## src/rtl/bram_arbiter.sv

```systemverilog
// Round-robin arbiter for two req/ack requesters sharing one BRAM port, with a
// background fill engine that writes a constant byte using otherwise idle cycles.
module bram_arbiter (
  input  logic        clk,
  input  logic        rst_n,
  input  logic        req0,
  input  logic        req1,
  input  logic        we0,
  input  logic        we1,
  input  logic [15:0] addr0,
  input  logic [15:0] addr1,
  input  logic [7:0]  wdata0,
  input  logic [7:0]  wdata1,
  output logic        ack0,
  output logic        ack1,
  output logic [7:0]  rdata0,
  output logic [7:0]  rdata1,
  input  logic        fill_start,
  input  logic [15:0] fill_base,
  input  logic [16:0] fill_count,
  input  logic [7:0]  fill_value,
  output logic        fill_busy,
  output logic        fill_done,
  output logic        bram_we,
  output logic [15:0] bram_addr,
  output logic [7:0]  bram_di,
  input  logic [7:0]  bram_do
);

  typedef enum logic {FILL_IDLE, FILL_RUN} fill_state_e;

  typedef struct packed {
    logic valid;
    logic id;
  } tag_t;

  // Arbiter and pipeline state
  logic        pend0_q, pend0_d;
  logic        pend1_q, pend1_d;
  logic        last_q, last_d;
  tag_t        iss_q, iss_d;
  tag_t        ackt_q, ackt_d;
  logic        bram_we_q, bram_we_d;
  logic [15:0] bram_addr_q, bram_addr_d;
  logic [7:0]  bram_di_q, bram_di_d;

  // Fill engine state
  fill_state_e state_q, state_d;
  logic [15:0] fill_addr_q, fill_addr_d;
  logic [16:0] fill_rem_q, fill_rem_d;
  logic        fill_done_q, fill_done_d;
  logic        fill_slot;

  logic elig0, elig1, grant_any, grant_id;

  assign elig0     = req0 && !pend0_q;
  assign elig1     = req1 && !pend1_q;
  assign grant_any = elig0 || elig1;
  // On a tie the port not granted most recently wins.
  assign grant_id  = (elig0 && elig1) ? ~last_q : elig1;

  assign ack0   = ackt_q.valid && !ackt_q.id;
  assign ack1   = ackt_q.valid &&  ackt_q.id;
  assign rdata0 = bram_do;
  assign rdata1 = bram_do;

  assign bram_we   = bram_we_q;
  assign bram_addr = bram_addr_q;
  assign bram_di   = bram_di_q;
  assign fill_done = fill_done_q;

  always_comb begin
    // NOTE: every output of a combinational block gets a default first, so no path infers a latch.
    pend0_d     = pend0_q;
    pend1_d     = pend1_q;
    last_d      = last_q;
    bram_we_d   = 1'b0;
    bram_addr_d = bram_addr_q;
    bram_di_d   = bram_di_q;
    iss_d       = '{valid: grant_any, id: grant_id};
    ackt_d      = iss_q;

    if (ack0) pend0_d = 1'b0;
    if (ack1) pend1_d = 1'b0;

    if (grant_any) begin
      last_d = grant_id;
      if (grant_id) begin
        pend1_d     = 1'b1;
        bram_we_d   = we1;
        bram_addr_d = addr1;
        bram_di_d   = wdata1;
      end else begin
        pend0_d     = 1'b1;
        bram_we_d   = we0;
        bram_addr_d = addr0;
        bram_di_d   = wdata0;
      end
    end else if (fill_slot) begin
      bram_we_d   = 1'b1;
      bram_addr_d = fill_addr_q;
      bram_di_d   = fill_value;
    end
  end

  always_ff @(posedge clk or negedge rst_n) begin
    if (!rst_n) begin
      pend0_q     <= 1'b0;
      pend1_q     <= 1'b0;
      last_q      <= 1'b1;
      iss_q       <= '0;
      ackt_q      <= '0;
      bram_we_q   <= 1'b0;
      bram_addr_q <= '0;
      bram_di_q   <= '0;
    end else begin
      // NOTE: sequential state uses non-blocking assignments so every register samples pre-edge values.
      pend0_q     <= pend0_d;
      pend1_q     <= pend1_d;
      last_q      <= last_d;
      iss_q       <= iss_d;
      ackt_q      <= ackt_d;
      bram_we_q   <= bram_we_d;
      bram_addr_q <= bram_addr_d;
      bram_di_q   <= bram_di_d;
    end
  end

  // Fill engine: state register
  always_ff @(posedge clk or negedge rst_n) begin
    if (!rst_n) begin
      state_q     <= FILL_IDLE;
      fill_addr_q <= '0;
      fill_rem_q  <= '0;
      fill_done_q <= 1'b0;
    end else begin
      state_q     <= state_d;
      fill_addr_q <= fill_addr_d;
      fill_rem_q  <= fill_rem_d;
      fill_done_q <= fill_done_d;
    end
  end

  // Fill engine: next state
  always_comb begin
    state_d     = state_q;
    fill_addr_d = fill_addr_q;
    fill_rem_d  = fill_rem_q;
    fill_done_d = 1'b0;
    case (state_q)
      FILL_IDLE: begin
        if (fill_start) begin
          fill_addr_d = fill_base;
          fill_rem_d  = fill_count;
          if (fill_count == 17'd0) fill_done_d = 1'b1;
          else                     state_d     = FILL_RUN;
        end
      end
      FILL_RUN: begin
        if (fill_slot) begin
          fill_addr_d = fill_addr_q + 16'd1;
          fill_rem_d  = fill_rem_q - 17'd1;
          if (fill_rem_q == 17'd1) begin
            state_d     = FILL_IDLE;
            fill_done_d = 1'b1;
          end
        end
      end
    endcase
  end

  // Fill engine: outputs; requester grants always take the slot first.
  always_comb begin
    fill_busy = (state_q == FILL_RUN);
    fill_slot = (state_q == FILL_RUN) && !grant_any;
  end

endmodule

```

## config.mk

```make
export PLATFORM = sky130hd
export DESIGN_NAME = bram_arbiter
export DESIGN_NICKNAME = d
export VERILOG_FILES = /design/src/rtl/bram_arbiter.sv
export SDC_FILE = /design/constraint.sdc
export NUM_CORES = 1
export LEC_CHECK = 0
export CAP_MARGIN = 10
export CORE_MARGIN = 10
export CORE_UTILIZATION = 41
export DETAILED_ROUTE_END_ITERATION = 6
export HOLD_SLACK_MARGIN = 0.05
export PLACE_DENSITY = 0.78
export RECOVER_POWER = 100
export REMOVE_ABC_BUFFERS = 1
export SYNTH_ARGS = -nofsm -noshare
export SYNTH_HDL_FRONTEND = slang
export SYNTH_SLANG_ARGS = --single-unit
```

## constraint.sdc

```tcl
create_clock -name clk -period 1.7 [get_ports clk]
set_input_delay 0.255 -clock clk [delete_from_list [all_inputs] [get_ports clk]]
set_output_delay 0.255 -clock clk [all_outputs]
set_load 0.02 [all_outputs]
```

---- Word-level counts from Yosys, hierarchy flattened ----
Index checks and enable logic that the tools add are counted.
W data, S select, Z words.
word-level totals
  output and inout bits ................... 45
  logic and storage cells ................. 67
  flip-flop bits (word level) ............. 67
  input bits .............................. 104
operators by class
  add/sub/neg operators ................... 2
  reduce and logical (&&, ||, !) cells .... 14
  mux-type cells .......................... 32
  bitwise logic cells ..................... 2
  eq/ne operators ......................... 3
operator list
  kind                     count
  $mux W16                 5
  $mux W17                 2
  $pmux W17 S2             1
  $pmux W16 S2             1
  $mux W8                  3
  $mux W1                  18
  $eq A17 B1 Y1 const B    1
  $logic_not A17 Y1        1
  $sub A17 B1 Y17 const B  1
  $add A16 B1 Y16 const B  1
  $logic_and A1 B1 Y1      6
  $logic_not A1 Y1         4
  $pmux W1 S2              2
  $ne A2 B1 Y1 const B     1
  $ne A2 B2 Y1 const B     1
  $not A1 Y1               2
  $reduce_and A2 Y1        1
  $reduce_bool A2 Y1       1
  $logic_or A1 B1 Y1       1

---- Longest topological paths before layout ----
Gate-level depths: netlist (run 1).
  depth after elaboration ................. 7
  mapped depth ............................ 7
  gate-level depth less buffers ........... 6

---- Least setup slack after synthesis (run 1) ----
OpenSTA, ideal clock, no wires.
  kind .................................... reg2reg
  start ................................... reg fill_rem_q[0]
  end ..................................... reg fill_rem_q[16]
  path buffers ............................ 1
  clock period less this slack ............ 1.688 ns
  setup slack ............................. 0.012 ns
  data required time ...................... 1.618 ns
  stages on the path, launching flop included .. 8
  library setup time ...................... 0.082 ns
  data arrival time ....................... 1.606 ns
  cells stage by stage .................... dfrtp_1 > inv_1 > ha_1 > nor2b_1 > nand3_1 > clkbuf_1 > or4_1 > a31oi_1
between the ends
  word-level cells in the longest chain between the ends .. 3
ends and longest elaborated chain
  what                    line  RTL
  start, declared         50    logic [16:0] fill_rem_q, fill_rem_d;
  start signal, assigned  139   fill_rem_q <= fill_rem_d;
  $sub A17 B1 Y17         162   fill_rem_d = fill_rem_q - 17'd1;
  $mux W17                160   if (fill_slot) begin
  $pmux W17 S2            150   case (state_q)
No other way between the ends. The select of a mux whose other input is x is not followed.
A chain may end at the register's enable or synchronous reset.

---- Worst setup path in the final report (run 1) ----
  start ................................... in req0
  end ..................................... reg bram_addr_q[8] (netlist: bram_addr[8])
between the ends
  word-level cells in the longest chain between the ends .. 5
ends and longest elaborated chain
  what                                                       line     RTL
  start, declared                                            6        input logic req0,
  $logic_and A1 B1 Y1 (*)                                    56       assign elig0 = req0 && !pend0_q;
  $logic_and A1 B1 Y1 or $logic_or A1 B1 Y1 (tied branches)  60, 58
  $mux W1 or $logic_not A1 Y1 (tied branches)                60, 175
  $mux W16 or $logic_and A1 B1 Y1 (tied branches)            88, 175
  $mux W16 or $reduce_bool A2 Y1 (tied branches)             --
  end signal, assigned                                       124      bram_addr_q <= bram_addr_d;
  end, declared                                              44       logic [15:0] bram_addr_q, bram_addr_d;
Mark *: on every way between the ends. The rest lies on a longest branch, timed or not.

==> results of run 1 <==
cell families after synthesis:
logic type	synth area share
flip-flops	0.4222
XOR/XNOR	0.008815
AO/OA/AOI/OAI	0.2286
AND/OR/NAND/NOR	0.1918
multiplexers	0.06864
buffers and inverters	0.07053
adder cells (fa/ha/maj)	0.009447
metal layers:
metal,part of all wire,wire [um],up-vias
met5,0,0,-
met4,0.0096,129,0
met3,0.092,1242,13
met2,0.48,6532,180
met1,0.41,5577,1955
li1,-,-,1892
worst max-delay path: cells and delay by family:
family          cells  cell delay [ns]
buf+inv             3             0.77
simple gates        2             0.28
compound gates      2             0.59
power by group:
group / switching [mW] / leakage (nW) / internal, mW
logic: 2.35 / 1.72 / 2.45
registers: 0.641 / 0.798 / 2.34
clock network: 0.668 / 0.126 / 1.02
total: 3.65 / 2.64 / 5.80
placed cells by master (no fill, tap or decap), drive strengths merged, types with 4 or more instances in the layout:
| cell type | synthesis | final |
|---|---|---|
| inv | 7 | 7 |
| a31oi | 11 | 11 |
| nor4 | 4 | 4 |
| o21ai | 18 | 18 |
| dfrtp | 66 | 66 |
| nand4 | 7 | 7 |
| a221o | 24 | 24 |
| nor2 | 29 | 29 |
| nand2 | 27 | 27 |
| mux2i | 25 | 25 |
| nand3 | 13 | 13 |
| xor2 | 4 | 4 |
| a21oi | 27 | 27 |
| a211oi | 12 | 12 |
| buf | 32 | 68 |
| o31ai | 4 | 4 |
| clkdlybuf4s50 | 0 | 118 |
| and3 | 5 | 5 |
| clkinv | 1 | 4 |
| o2bb2a | 4 | 4 |
| nand2b | 8 | 8 |
| or4 | 5 | 5 |
| nor2b | 17 | 17 |
| o22ai | 7 | 7 |
| or3 | 8 | 8 |
| nor3 | 6 | 6 |
| clkbuf | 13 | 18 |
registers in the layout (all words and copies together) (netlist names), 2 cells and up:
name / count
bram_di: 8
ackt_d: 2
fill_addr_q: 16
bram_addr: 16
fill_rem_q: 17
ackt_q: 2
cell type report:
| class | count | area (um^2) | area share |
|---|---|---|---|
| multi-input combinational | 298 | 2133 | 0.3510 |
| timing repair buffer | 199 | 1819 | 0.2993 |
| sequential | 67 | 1684 | 0.2771 |
| tap | 129 | 161.4 | 0.02655 |
| clock buffer | 10 | 137.6 | 0.02264 |
| clock inverter | 6 | 112.6 | 0.01853 |
| inverter | 8 | 30.03 | 0.004940 |
repair_timing:
action                                  4_1_cts  5_1_grt
hold endpoints to repair                     29        0
endpoints found under the setup margin       25       43
gates resized for setup                      11       27
pin swaps                                     0        7
hold buffers                                  1        0
buffers inserted                              0        4
metrics by stage:
step | utilization | setup WS, ns | hold slack, ns | setup TNS (ns) | total power [mW]
6_report | 0.6516 | 0.02691 | 0.3481 | 0 | 9.456
5_1_grt | 0.6516 | -0.02257 | 0.3577 | -0.04355 | 10.08
4_1_cts | 0.6390 | 0.008202 | 0.3487 | 0 | 9.315
3_5_place_dp | 0.6094 | -0.4332 | 0.2297 | -16.20 | 7.568
3_3_place_gp | 0.6094 | -0.3641 | 0.2255 | -13.37 | 7.369
2_1_floorplan | - | -2.436 | -0.04059 | -85.54 | 5.217
path summary, 6_finish.rpt:
kind | end | slack (ns) | cells past startpoint | startpoint
max | bram_addr[8] | 0.03 | 7 | req0
min | ackt_q[0] | 0.35 | 0 | ackt_d[0]
max reg2reg | fill_busy | 0.06 | 6 | fill_rem_q[1]
min reg2reg | ackt_q[0] | 0.35 | 0 | ackt_d[0]
max in group asynchronous | ackt_d[0] | 0.28 | 3 | rst_n
min in group asynchronous | fill_rem_q[16] | 0.55 | 2 | rst_n
==> flow_summary_export.csv, run 1 <==
group,metric,value,unit
detailed_routing,drtAntennaViolNets,0,
timing,clock.fmax,597.7,MHz
final_layout,fin_area,6078,um^2
final_layout,area_delta_synth_final,52.96,%
power,ir_worst_vdd,0.7527,mV
final_layout,fill_cells,783,
timing,final.setup_skew,0.007001,ns
die,initial_core_util,0.4260,
timing,worstMarginPinSlew,0.9025,ns
logic_synthesis,synth_top_area_share,0.4156,
outcome,status,"complete, no violations",
timing,drv_slew,0,
logic_synthesis,ys_seq_area_frac,0.4222,
critical_path,required,1.93,ns
detailed_routing,drt-total-wl,13.48,mm
die,die-height,118.5,um
die,die_area,14030,um^2
logic_synthesis,synth_area_leaders,"dfrtp_1 (42%), mux2i_1 (6.3%), a221o_1 (6.0%), a21oi_1 (3.4%), buf_4 (3.2%)",
placed_design,hpwl,10.11,mm
grt,grt_pass1_wl,21.72,mm
timing,finalCritPeriodShare,0.9842,
grt,grt_pass1_vias,4300,
timing,maxSlewHeadroom,0.3983,
critical_path,cp_cell_sequence,"clkdlybuf4s50_1, nor2b_2, buf_4, a21oi_2, nor2_2, buf_12, a221o_1",
logic_synthesis,synth_common_cells,"dfrtp_1 (66), nor2_1 (28), a21oi_1 (27), nand2_1 (27), mux2i_1 (25)",
detailed_routing,vias,4040,
die,io_pins,149,
logic_synthesis,yosys_warnings,0,
grt,use_met1,0.2154,
detailed_routing,wl_per_cell,18.80,um
grt,top_usage_layer,"met2",
timing,setup_viol,0,
clocking,cts_buffers,9,
clocking,htree_levels,3,
placed_design,portBuffers,124,
final_layout,nNetsFinal,690,
final_layout,drive_gt1_frac,0.2160,
detailed_routing,avgViaCountPerCell,5.635,
grt,grt_max_degree,34,
clocking,clock_path_buffers,2,
clocking,cts_sinks,67,
logic_synthesis,async_reset_ff_frac,1.000,
grt,antenna_found_initial,0,
clocking,cts_tree,"done",
min_path,hp-class,"flip-flop to flip-flop",
logic_synthesis,yosysMostFrequentCell,"dfrtp_1",
power,p_per_area,1556,nW/um^2
detailed_routing,drc,0,
logic_synthesis,netlist_instances,418,
logic_synthesis,yosys.area.top_type,"dfrtp_1",
critical_path,start_kind,"input port",
detailed_routing,drt_pass1_iterations,5,
grt,grt-ovfl-total,0,
critical_path,crit_fanout,24,
critical_path,crit_slowest_cell,"clkdlybuf4s50_1",
logic_synthesis,synth.distinct_cells,60,
timing,timing.final.hold_violations,0,
die,core_region_area,9328,um^2
die,rows,35,
logic_synthesis,ys_seq_elements,67,
detailed_routing,drt_iter0_drc,339,
run,maxCapViolCount,0,
critical_path,path_class,"input port to flip-flop",
power,leakage,2.642,nW
logic_synthesis,synth_area,3974,um^2
placed_design,place.gp.congestion,0.8996,
critical_path,arrival,1.91,ns
placed_design,dpl_cell_area,5684,um^2
timing,period_needed,1.673,ns
clocking,cts.clk_slew.worst_paths,0.08,ns
final_layout,final_cells,717,
logic_synthesis,syn_area_per_cell,9.507,um^2
die,die_x,118.5,um
critical_path,end_kind,"flip-flop",
grt,grt.total_usage,0.1854,
final_layout,antenna_cells,0,
grt,met3_usage,0.08520,
critical_path,slowest_delay,0.46,ns
clocking,clkLatencyLatePin,0.36,ns
clocking,cts_root_buf,"clkbuf_8",
placed_design,placed_cells,696,
logic_synthesis,ys.flop_type,"dfrtp_1",
logic_synthesis,synth_edf_count,0,
timing,rsz0062_at_grt,"yes",
grt,met2_usage,0.3056,
(Power assumes the default switching activity.)
==> inputs of run 2 (changes only) <==
- CORE_UTILIZATION: 41 -> 45
- PLACE_DENSITY: 0.78 -> 0.81
- clock period: 1.7 -> 1.8 ns (I/O delays scaled with it)
==> run 2 against run 1 <==
Clock-buffer cell count rose by 5. Sequential share of layout area up 1.1 points. Die area shrank 7.4%. Register-to-register slack improved by 0.04 ns. Sequential power shrank 6%. Power is 12% lower. Highest routed layer unchanged. Global-route usage up 1.3 points. Critical path type is now flip-flop to output port. Non-clock buffer count decreased by 16. First-iteration DRC count fell by 38%. Clock power fell by 22%. Setup slack better by 0.066 ns.
==> flow_summary_export.csv, run 2 (synthesis results as in run 1) <==
group,metric,value,unit
critical_path,crit_buf_inv,1,
die,initial_core_util,0.4579,
critical_path,crit_fanout,5,
final_layout,area_delta_synth_final,46.63,%
timing,clock.fmax,585.9,MHz
final_layout,layout_common_cells,"clkdlybuf4s50_1 (96), dfrtp_1 (65), buf_4 (46)",
final_layout,final_common_cell,"clkdlybuf4s50_1",
critical_path,path_class,"flip-flop to output port",
clocking,clkLatencyLatePin,0.35,ns
final_layout,regMostFlops,"fill_rem_q",
placed_design,hpwl,9.961,mm
critical_path,cp_cell_sequence,"clkdlybuf4s50_1",
grt,grt_max_degree,41,
power,p_comb_frac,0.504,
final_layout,drive_gt1_frac,0.1503,
timing,maxSlewHeadroom,0.3637,
die,io_pins,149,
min_path,hp-class,"flip-flop to flip-flop",
min_path,holdPathStages,0,
power,power_switching,3.270,mW
detailed_routing,vias,3944,
critical_path,required,1.53,ns
final_layout,fin_area,5827,um^2
clocking,htree_levels,3,
critical_path,start_kind,"flip-flop",
critical_path,arrival,1.44,ns
power,leakage,2.540,nW
grt,grt_pass1_vias,4259,
power,swShare,0.3943,
clocking,cts_tree,"done",
detailed_routing,drc,0,
grt,antenna_found_initial,0,
placed_design,place.gp.congestion,0.8795,
power,finalPower,8.294,mW
critical_path,crit_slowest_cell,"clkdlybuf4s50_1",
power,p_int,5.024,mW
clocking,cts_sinks,67,
placed_design,portBuffers,124,
outcome,status,"complete, no violations",
timing,period_needed,1.707,ns
critical_path,crit_family,"buffers and inverters",
die,core_region_area,8678,um^2
die,die_x,114.0,um
critical_path,regToRegSetupSlack,0.10,ns
critical_path,r2r_start,"fill_rem_q[11]",
detailed_routing,drt_iter0_drc,210,
power,power.clock.fraction,0.160,
clocking,cts.clk_slew.worst_paths,0.07,ns
final_layout,nNetsFinal,674,
grt,grt.total_usage,0.1982,
critical_path,end_kind,"output port",
critical_path,crit_cells,1,
grt,grt_pass1_wl,21.16,mm
timing,final.setup_skew,0.009619,ns
critical_path,slowest_delay,0.64,ns
die,die_area,12990,um^2
die,rows,34,
critical_path,timing.rr.end,"fill_done",
detailed_routing,drtAntennaViolNets,0,
placed_design,dpl_cell_area,5613,um^2
timing,timing.final.hold_violations,0,
critical_path,r2r.worst_path.cells,4,
timing,drv_slew,0,
final_layout,largest_reg_flops,17,
run,maxCapViolCount,0,
timing,fin_tns_setup,0,ns
clocking,cts_root_buf,"clkbuf_8",
detailed_routing,avgViaCountPerCell,5.800,
power,p_per_area,1423,nW/um^2
min_path,worstHoldStart,"ackt_d[1]",
clocking,cts_buffers,9,
detailed_routing,wl_per_cell,19.25,um
detailed_routing,drt_pass1_iterations,4,
clocking,clock_path_buffers,2,
clocking,postCtsSetupBuffers,0,
detailed_routing,drt-total-wl,13.09,mm
timing,setup_viol,0,
power,ir_worst_vdd,0.7568,mV
timing,worstMarginPinSlew,0.9544,ns
grt,grt-ovfl-total,0,
final_layout,antenna_cells,0,
min_path,min_to,"ackt_q[1]",
power,sequentialPowerShare,0.336,
die,die-height,114.0,um
final_layout,post-route-util,0.6714,
timing,hold_ws,0.3477,ns
timing,finalCritPeriodShare,0.9482,
run 2: metal layers:
metal,vias to the layer above,track usage,part of all wire
met1,1899,0.2249,0.41
li1,1855,-,-
met5,-,0,0
met4,0,0.05096,0.0091
met2,176,0.3280,0.48
met3,14,0.09396,0.10
run 2: worst max-delay path by stage:
stage	startpoint	to
finish	fill_busy	fill_busy
global route	fill_rem_q[0]	fill_rem_q[12]
CTS	fill_rem_q[0]	fill_rem_q[10]
detailed placement	fill_count[6]	fill_done
global placement	fill_count[6]	fill_busy
floorplan	fill_busy	fill_addr_q[0]
run 2: metrics by stage:
step / instances / setup slack (ns)
2_1_floorplan: 373 / -2.336
3_3_place_gp: 663 / -0.1330
3_5_place_dp: 663 / -0.2111
4_1_cts: 680 / 0.01955
5_1_grt: 680 / -0.01577
6_report: 680 / 0.09317
run 2: cell type report:
cell class | count | area (um^2)
Fill cell | 687 | 2851
Multi-Input combinational cell | 298 | 2034
Timing Repair Buffer | 183 | 1742
Sequential cell | 67 | 1679
Clock buffer | 15 | 176.4
Tap cell | 108 | 135.1
Clock inverter | 1 | 30.03
Inverter | 8 | 30.03
run 2: power by group through the flow:
stage          logic, mW  registers, mW  clock network, mW
2_1_floorplan       1.89           3.03                  0
3_3_place_gp        4.13           2.75                  0
3_5_place_dp        4.27           2.80                  0
4_1_cts             4.31           2.79               1.34
5_1_grt             4.57           2.89               1.40
6_report            4.18           2.79               1.32
run 2: repair_timing:
action	CTS	global route
hold buffers	1	0
pin swaps	0	3
gates resized for setup	2	5
hold endpoints to repair	14	0
setup endpoints to repair	2	8
==> inputs of run 3 (changes only) <==
- PLACE_DENSITY: 0.81 -> 0.87
==> run 3 against run 2 <==
The flow now finishes with violations (negative setup slack). Global-route usage fell by 0.32 points. Clock skew rose by 0.00072 ns. Hold slack better by 0.011 ns.
==> flow_summary_export.csv, run 3 (synthesis results as in run 1) <==
group,metric,value,unit
final_layout,nNetsFinal,668,
critical_path,cp_cell_sequence,"clkdlybuf4s50_1, nor4_1, nand4_1, or4_1, o2bb2ai_1",
grt,grt_max_degree,29,
die,io_pins,149,
detailed_routing,drt-total-wl,12.99,mm
die,die-height,114.0,um
detailed_routing,wl_per_cell,19.27,um
detailed_routing,drtAntennaViolNets,0,
final_layout,layout_common_cells,"clkdlybuf4s50_1 (96), dfrtp_1 (65), buf_4 (40)",
critical_path,crit_slowest_cell,"nor4_1",
detailed_routing,drc,0,
placed_design,portBuffers,124,
critical_path,start_kind,"input port",
critical_path,required,2.03,ns
grt,grt_pass1_vias,4081,
outcome,violations,"negative setup slack",
timing,maxSlewHeadroom,0.1313,
timing,clock.fmax,551.7,MHz
die,core_region_area,8678,um^2
placed_design,dpl_cell_area,5560,um^2
detailed_routing,drt_iter0_drc,292,
critical_path,end_kind,"flip-flop",
final_layout,drive_gt1_frac,0.1519,
min_path,hp-class,"flip-flop to flip-flop",
grt,grt_pass1_wl,20.59,mm
clocking,cts_root_buf,"clkbuf_8",
timing,finalCritPeriodShare,1.007,
power,ir_worst_vdd,0.6756,mV
critical_path,slowest_delay,0.49,ns
timing,fin_ws,-0.01256,ns
final_layout,antenna_cells,0,
timing,worstMarginPinSlew,1.303,ns
critical_path,crit_fanout,2,
grt,grt-ovfl-total,0,
power,finalPower,8.224,mW
timing,fin_tns_setup,-0.01256,ns
final_layout,final_cells,674,
clocking,htree_levels,3,
critical_path,path_class,"input port to flip-flop",
clocking,cts_buffers,9,
detailed_routing,vias,3950,
timing,setup_viol,1,
clocking,clkLatencyLatePin,0.36,ns
clocking,cts_tree,"done",
final_layout,area_delta_synth_final,45.91,%
timing,timing.final.hold_violations,0,
grt,antenna_found_initial,0,
run,maxCapViolCount,0,
final_layout,fin_area,5798,um^2
grt,grt.total_usage,0.1950,
power,p_per_area,1418,nW/um^2
final_layout,regMostFlops,"fill_rem_q",
die,die_area,12990,um^2
die,die_x,114.0,um
clocking,cts_sinks,67,
clocking,cts.clk_slew.worst_paths,0.08,ns
placed_design,hpwl,9.624,mm
timing,final.setup_skew,0.01034,ns
outcome,status,"complete, but fails checks",
power,leakage,2.492,nW
timing,drv_slew,0,
final_layout,final_common_cell,"clkdlybuf4s50_1",
critical_path,arrival,2.04,ns
die,initial_core_util,0.4579,
placed_design,placed_cells,656,
placed_design,place.gp.congestion,0.8693,
die,rows,34,
final_layout,largest_reg_flops,17,
clocking,clock_path_buffers,2,
timing,period_needed,1.813,ns
timing,hold_ws,0.3592,ns
detailed_routing,avgViaCountPerCell,5.861,
detailed_routing,drt_pass1_iterations,4,
## run 3: cell type report
type | instances | area, um^2
repair buffers | 177 | 1689
clock inverters | 5 | 62.56
inverters | 8 | 30.03
flip-flops and latches | 67 | 1679
clock buffers | 11 | 141.4
fillers | 710 | 2880
well taps | 108 | 135.1
multi-input cells | 298 | 2061
## run 3: power breakdown
part           total (mW)  internal, mW  switching (mW)
clock                1.31         0.683           0.631
sequential           2.81          2.20           0.611
combinational        4.10          2.00            2.10
total                8.22          4.89            3.34
## run 3: layer usage
layer	track usage	up-vias	wire length [um]
met5	0	-	0
met4	0.05931	0	149
met3	0.06824	13	1177
met2	0.3265	178	6365
met1	0.2291	1912	5295
li1	-	1847	-
## run 3: per-stage QoR
| stage | utilization | setup WS, ns |
|---|---|---|
| after floorplan | - | -2.336 |
| after global placement | 0.6407 | -0.2361 |
| after detailed placement | 0.6407 | -0.2568 |
| after CTS | 0.6652 | 0.0001350 |
| after global routing | 0.6681 | -0.005556 |
| final | 0.6681 | -0.01256 |
## run 3: worst paths after layout
path | slack (ns) | cells past startpoint | endpoint | startpoint
setup / recovery | -0.01 | 5 | fill_busy | fill_count[9]
setup reg to reg | 0.08 | 4 | fill_busy | fill_rem_q[14]
min in group asynchronous | 0.72 | 2 | bram_addr[15] | rst_n
max in group asynchronous | 0.25 | 3 | last_q | rst_n
hold reg to reg | 0.36 | 0 | ackt_q[0] | ackt_d[0]
hold / removal | 0.36 | 0 | ackt_q[0] | ackt_d[0]
## run 3: what timing repair did
action                                 CTS  global route
gates cloned                             0             0
setup endpoints to repair                1            10
resized for setup                        1            10
endpoints found under the hold margin   19             0
setup buffers                            0             1
pin swaps                                0             1
hold buffers                             1             0
## run 3: critical path, delay by kind of cell
family,cells,cell delay (ns)
AOI/OAI and AO/OA,1,0.16
buffers and inverters,1,0.44
and+or+nand+nor,3,1.18
